**src/rtl/tnoc_vc_packet_arbiter.sv**
```systemverilog
// Packet-level round-robin arbiter for one output virtual channel.
// A grant is locked from header acceptance until the tail flit handshakes.
module tnoc_vc_packet_arbiter #(
  parameter int REQUESTERS = 5
) (
  input  logic                  i_clk,
  input  logic                  i_rst,
  input  logic [REQUESTERS-1:0] i_request,
  input  logic                  i_vc_available,
  input  logic                  i_fire,
  input  logic                  i_tail,
  output logic [REQUESTERS-1:0] o_grant,
  output logic                  o_busy
);

  localparam int PTR_W = (REQUESTERS > 1) ? $clog2(REQUESTERS) : 1;

  typedef enum logic {IDLE, LOCKED} state_t;

  state_t                  state, next_state;
  logic [REQUESTERS-1:0]   grant_q, next_grant;
  logic [PTR_W-1:0]        ptr_q, next_ptr;
  logic [PTR_W-1:0]        win_q, next_win;
  logic [PTR_W-1:0]        winner;
  logic [PTR_W-1:0]        win_plus_one;
  logic                    found;
  int                      idx;

  always_ff @(posedge i_clk or posedge i_rst) begin
    if (i_rst) begin
      state   <= IDLE;
      grant_q <= '0;
      ptr_q   <= '0;
      win_q   <= '0;
    end else begin
      state   <= next_state;
      grant_q <= next_grant;
      ptr_q   <= next_ptr;
      win_q   <= next_win;
    end
  end

  // Search from the pointer upward with an explicit wrap, so non power-of-2
  // requester counts never probe a nonexistent port.
  always_comb begin
    found  = 1'b0;
    winner = ptr_q;
    idx    = 0;
    for (int i = 0; i < REQUESTERS; i++) begin
      idx = int'(ptr_q) + i;
      if (idx >= REQUESTERS) idx = idx - REQUESTERS;
      if (!found && i_request[idx]) begin
        found  = 1'b1;
        winner = idx[PTR_W-1:0];
      end
    end
  end

  assign win_plus_one = (win_q == PTR_W'(REQUESTERS - 1)) ? '0 : win_q + 1'b1;

  always_comb begin
    next_state = state;
    next_grant = grant_q;
    next_ptr   = ptr_q;
    next_win   = win_q;
    case (state)
      IDLE: begin
        next_grant = '0;
        if (found && i_vc_available) begin
          next_state = LOCKED;
          next_grant = REQUESTERS'(1) << winner;
          next_win   = winner;
        end
      end
      LOCKED: begin
        // Last winner drops to lowest priority once its packet completes.
        if (i_fire && i_tail) begin
          next_state = IDLE;
          next_grant = '0;
          next_ptr   = win_plus_one;
        end
      end
      default: begin
        next_state = IDLE;
        next_grant = '0;
      end
    endcase
  end

  always_comb begin
    o_grant = grant_q;
    o_busy  = (state == LOCKED);
  end

`ifndef SYNTHESIS
  a_onehot: assert property (@(posedge i_clk) disable iff (i_rst) $onehot0(o_grant));
  a_busy:   assert property (@(posedge i_clk) disable iff (i_rst) o_busy == |o_grant);
  a_stable: assert property (@(posedge i_clk) disable iff (i_rst)
                             (o_busy && !(i_fire && i_tail)) |=> $stable(o_grant));
`endif

endmodule
```
**config.mk**
```make
export PLATFORM = sky130hd
export DESIGN_NAME = tnoc_vc_packet_arbiter
export DESIGN_NICKNAME = d
export VERILOG_FILES = /design/src/rtl/tnoc_vc_packet_arbiter.sv
export SDC_FILE = /design/constraint.sdc
export NUM_CORES = 1
export LEC_CHECK = 0
export CAP_MARGIN = 20
export CORE_MARGIN = 2
export CORE_UTILIZATION = 63
export DETAILED_ROUTE_END_ITERATION = 10
export PLACE_DENSITY = 0.83
export RECOVER_POWER = 100
export REMOVE_ABC_BUFFERS = 1
export SYNTH_ARGS = -nofsm -noshare
export SYNTH_HDL_FRONTEND = slang
export SYNTH_SLANG_ARGS = --single-unit
```
**constraint.sdc**
```tcl
create_clock -name i_clk -period 11.79 [get_ports i_clk]
set_clock_uncertainty 0.15 [all_clocks]
set_input_delay 1.7685 -clock i_clk [delete_from_list [all_inputs] [get_ports i_clk]]
set_output_delay 1.7685 -clock i_clk [all_outputs]
set_load 0.01 [all_outputs]
```
==> impl_metrics.json <==
{
  "status": "finished, final reports clean",
  "antenna_found_initial": 0,
  "postCtsSetupRepairBufs": 0,
  "drtAntennaViolNets": 0,
  "min_from": "o_grant[1]",
  "crit_arrival_ns": 4.89,
  "min_period_over_period_pct": 41.5,
  "start_kind": "input port",
  "slew_viol_final": 0,
  "reg2reg_to": "o_grant[3]",
  "drc_errors": 0,
  "drive_gt1_share_pct": 11.9,
  "synthDistinctLibCells": 69,
  "register_area_um2": 300,
  "multi_input_area_um2": 1440,
  "drt_iter0_markers": 152,
  "dp_hpwl_um": 3600,
  "holdCritPathClass": "flip-flop to flip-flop",
  "reg2reg_from": "ptr_q[1]",
  "drv_cap": 0,
  "cts_max_path_buffers": 2,
  "synthTopCellsByArea": "dfrtp_1 16%, ha_1 10%, mux2i_1 7.0%",
  "portBuffers": 15,
  "gp_congestion": 0.880,
  "areaGrowthSynthToFinish_pct": 8.11,
  "io_pins": 16,
  "synth.cell_area_um2": 1850,
  "routedWlPerCell_um": 18.5,
  "ff2ff_setup_slack_ns": 7.46,
  "dp.cells": 255,
  "num_vias": 1794,
  "synth_async_sr_flop_share_pct": 100,
  "drt-vias-per-instance": 6.95,
  "hold_depth": 2,
  "reg2reg_depth": 12,
  "grt_pass1_vias": 1665,
  "routed_wl_um": 4780,
  "synth-seq-cells": 12,
  "nets": 254,
  "ys_seq_area_share_pct": 16.2,
  "synth_warnings": 0,
  "min_period_ns": 4.89,
  "die_w_um": 58.2,
  "cts_resized": 0,
  "fmax_ghz": 0.204,
  "fin_setup_tns_ns": 0,
  "synth_edf_count": 0,
  "worst_pin_slew_ns": 0.684,
  "setup_viol": 0,
  "dr.pass1.iters": 6,
  "cts.sinks": 12,
  "worstPathMaxFanout": 8,
  "clk_transition_reported_paths_ns": 0.07,
  "grt_max_degree": 40,
  "hold_violations": 0,
  "synthFlopType": "dfrtp_1",
  "final_core_util_pct": 71.9,
  "synth_top_area_share_pct": 16.2,
  "critPathRequiredTime_ns": 11.79,
  "core-area_um2": 2780,
  "diodes": 0,
  "n_fill_cell": 226,
  "start_util_pct": 66.5,
  "rows": 19,
  "design.die.area_um2": 3390,
  "grt_pass1_wl_um": 8010,
  "grt.overflow.total": 0,
  "final_cells": 258,
  "root_buffer": "clkbuf_4",
  "cts_tree": "built",
  "synth_cells": 217,
  "rsz0062_at_grt": "false",
  "cts_max_level": 1,
  "insertion_delay_ns": 0.26,
  "critPathKind": "input port to flip-flop",
  "die_h_um": 58.2,
  "yosysTopAreaCell": "dfrtp_1",
  "slew-limit-headroom_pct": 54.0,
  "min_to": "o_grant[1]",
  "ctsHoldBuffers": 0,
  "syn-mean-instance-area_um2": 8.53,
  "track_usage_pct": 30.2,
  "numCtsBuffers": 3,
  "critPathCaptureType": "flip-flop"
}
[cells by family after synthesis]
family,after synthesis,share of synthesized area [%]
AND/OR/NAND/NOR,74,24.1
AO/OA/AOI/OAI,71,30.6
buffers and inverters,21,4.94
multiplexers,20,12.1
adder cells (fa/ha/maj),15,10.1
flip-flops,12,16.2
XOR/XNOR,4,1.89
[worst max-delay path by stage]
| stage | cells past startpoint | end | from |
|---|---|---|---|
| 2_1_floorplan | 12 | o_grant[2] | ptr_q[0] |
| 3_3_place_gp | 8 | o_grant[3] | i_request[2] |
| 3_5_place_dp | 8 | o_grant[3] | i_request[0] |
| 4_1_cts | 8 | o_grant[3] | i_request[0] |
| 5_1_grt | 8 | o_grant[3] | i_request[0] |
| 6_report | 8 | o_grant[3] | i_request[0] |
[stage by stage]
stage          cell area [um2]  hold slack [ns]  setup WS (ns)
6_report                  2000            0.319           6.90
5_1_grt                   2000            0.365           6.73
4_1_cts                   2020            0.331           7.17
3_5_place_dp              2000            0.314           6.93
3_3_place_gp              2000            0.311           7.03
2_1_floorplan             1800            0.361           7.68
[flip-flops by register name (all words and copies together) (netlist names)]
| register | flops |
|---|---|
| o_grant | 5 |
| ptr_q | 3 |
| win_q | 3 |
| o_busy | 1 |
[routing by layer]
layer | global-route usage, % | part of all wire [%] | vias up
li1 | - | - | 859
met1 | 43.4 | 45 | 840
met2 | 50.3 | 46 | 91
met3 | 3.79 | 7.9 | 4
met4 | 2.99 | 0.69 | 0
met5 | 0 | 0 | -
[worst max-delay path: stages]
cell and delay [ns]:
dlygate4sd3_1 0.65, mux4_2 0.48, a22oi_1 0.35, and2_0 0.26, nand3_1 0.19, or4b_1 0.59, a31o_1 0.27, o41ai_1 0.34
[area by class of cell]
class                   instances  area share, %
multi-input cells             184           71.8
clock buffers                   3           1.13
well taps                      31           1.94
repair buffers                 16           7.88
flip-flops and latches         12           15.0
inverters                      12           2.25
[synthesized netlist by cell type, types with 2 or more instances]
master	instances
nand2_1	16
ha_1	15
mux2i_1	13
dfrtp_1	12
inv_1	12
a21oi_1	10
nor2_1	9
nand2b_1	8
nor2b_1	6
a21o_1	5
mux2_2	5
o21ai_0	5
o22ai_1	5
a211oi_1	4
buf_2	4
clkbuf_1	4
nand3_1	4
nand3b_1	4
o41ai_1	4
xnor2_1	4
a31oi_1	3
nor3_1	3
o311ai_0	3
or2_2	3
a211o_1	2
a211oi_2	2
a221oi_1	2
a22oi_1	2
a2bb2oi_1	2
and3_1	2
and3b_1	2
nor4_1	2
o221ai_1	2
o32ai_1	2
or4b_4	2
[layout by cell type (no fill, tap or decap), types with 3 or more instances in the layout]
cell,synthesis,layout
o41ai_1,4,4
or2_2,3,3
clkbuf_4,0,3
o21ai_0,5,5
nand2_1,16,16
inv_1,12,12
clkdlybuf4s50_1,0,6
mux2i_1,13,13
a31oi_1,3,3
a21oi_1,10,10
dlygate4sd3_1,0,9
nor3_1,3,3
mux2_2,5,5
nand3_1,4,5
nor2b_1,6,6
ha_1,15,15
o22ai_1,5,5
o311ai_0,3,3
dfrtp_1,12,12
nand3b_1,4,4
nor2_1,9,9
nand2b_1,8,8
xnor2_1,4,4
a21o_1,5,5
a211oi_1,4,4
Power is not shown: default switching activity piles up to over one toggle a cycle in this logic, so the estimate is an artifact.
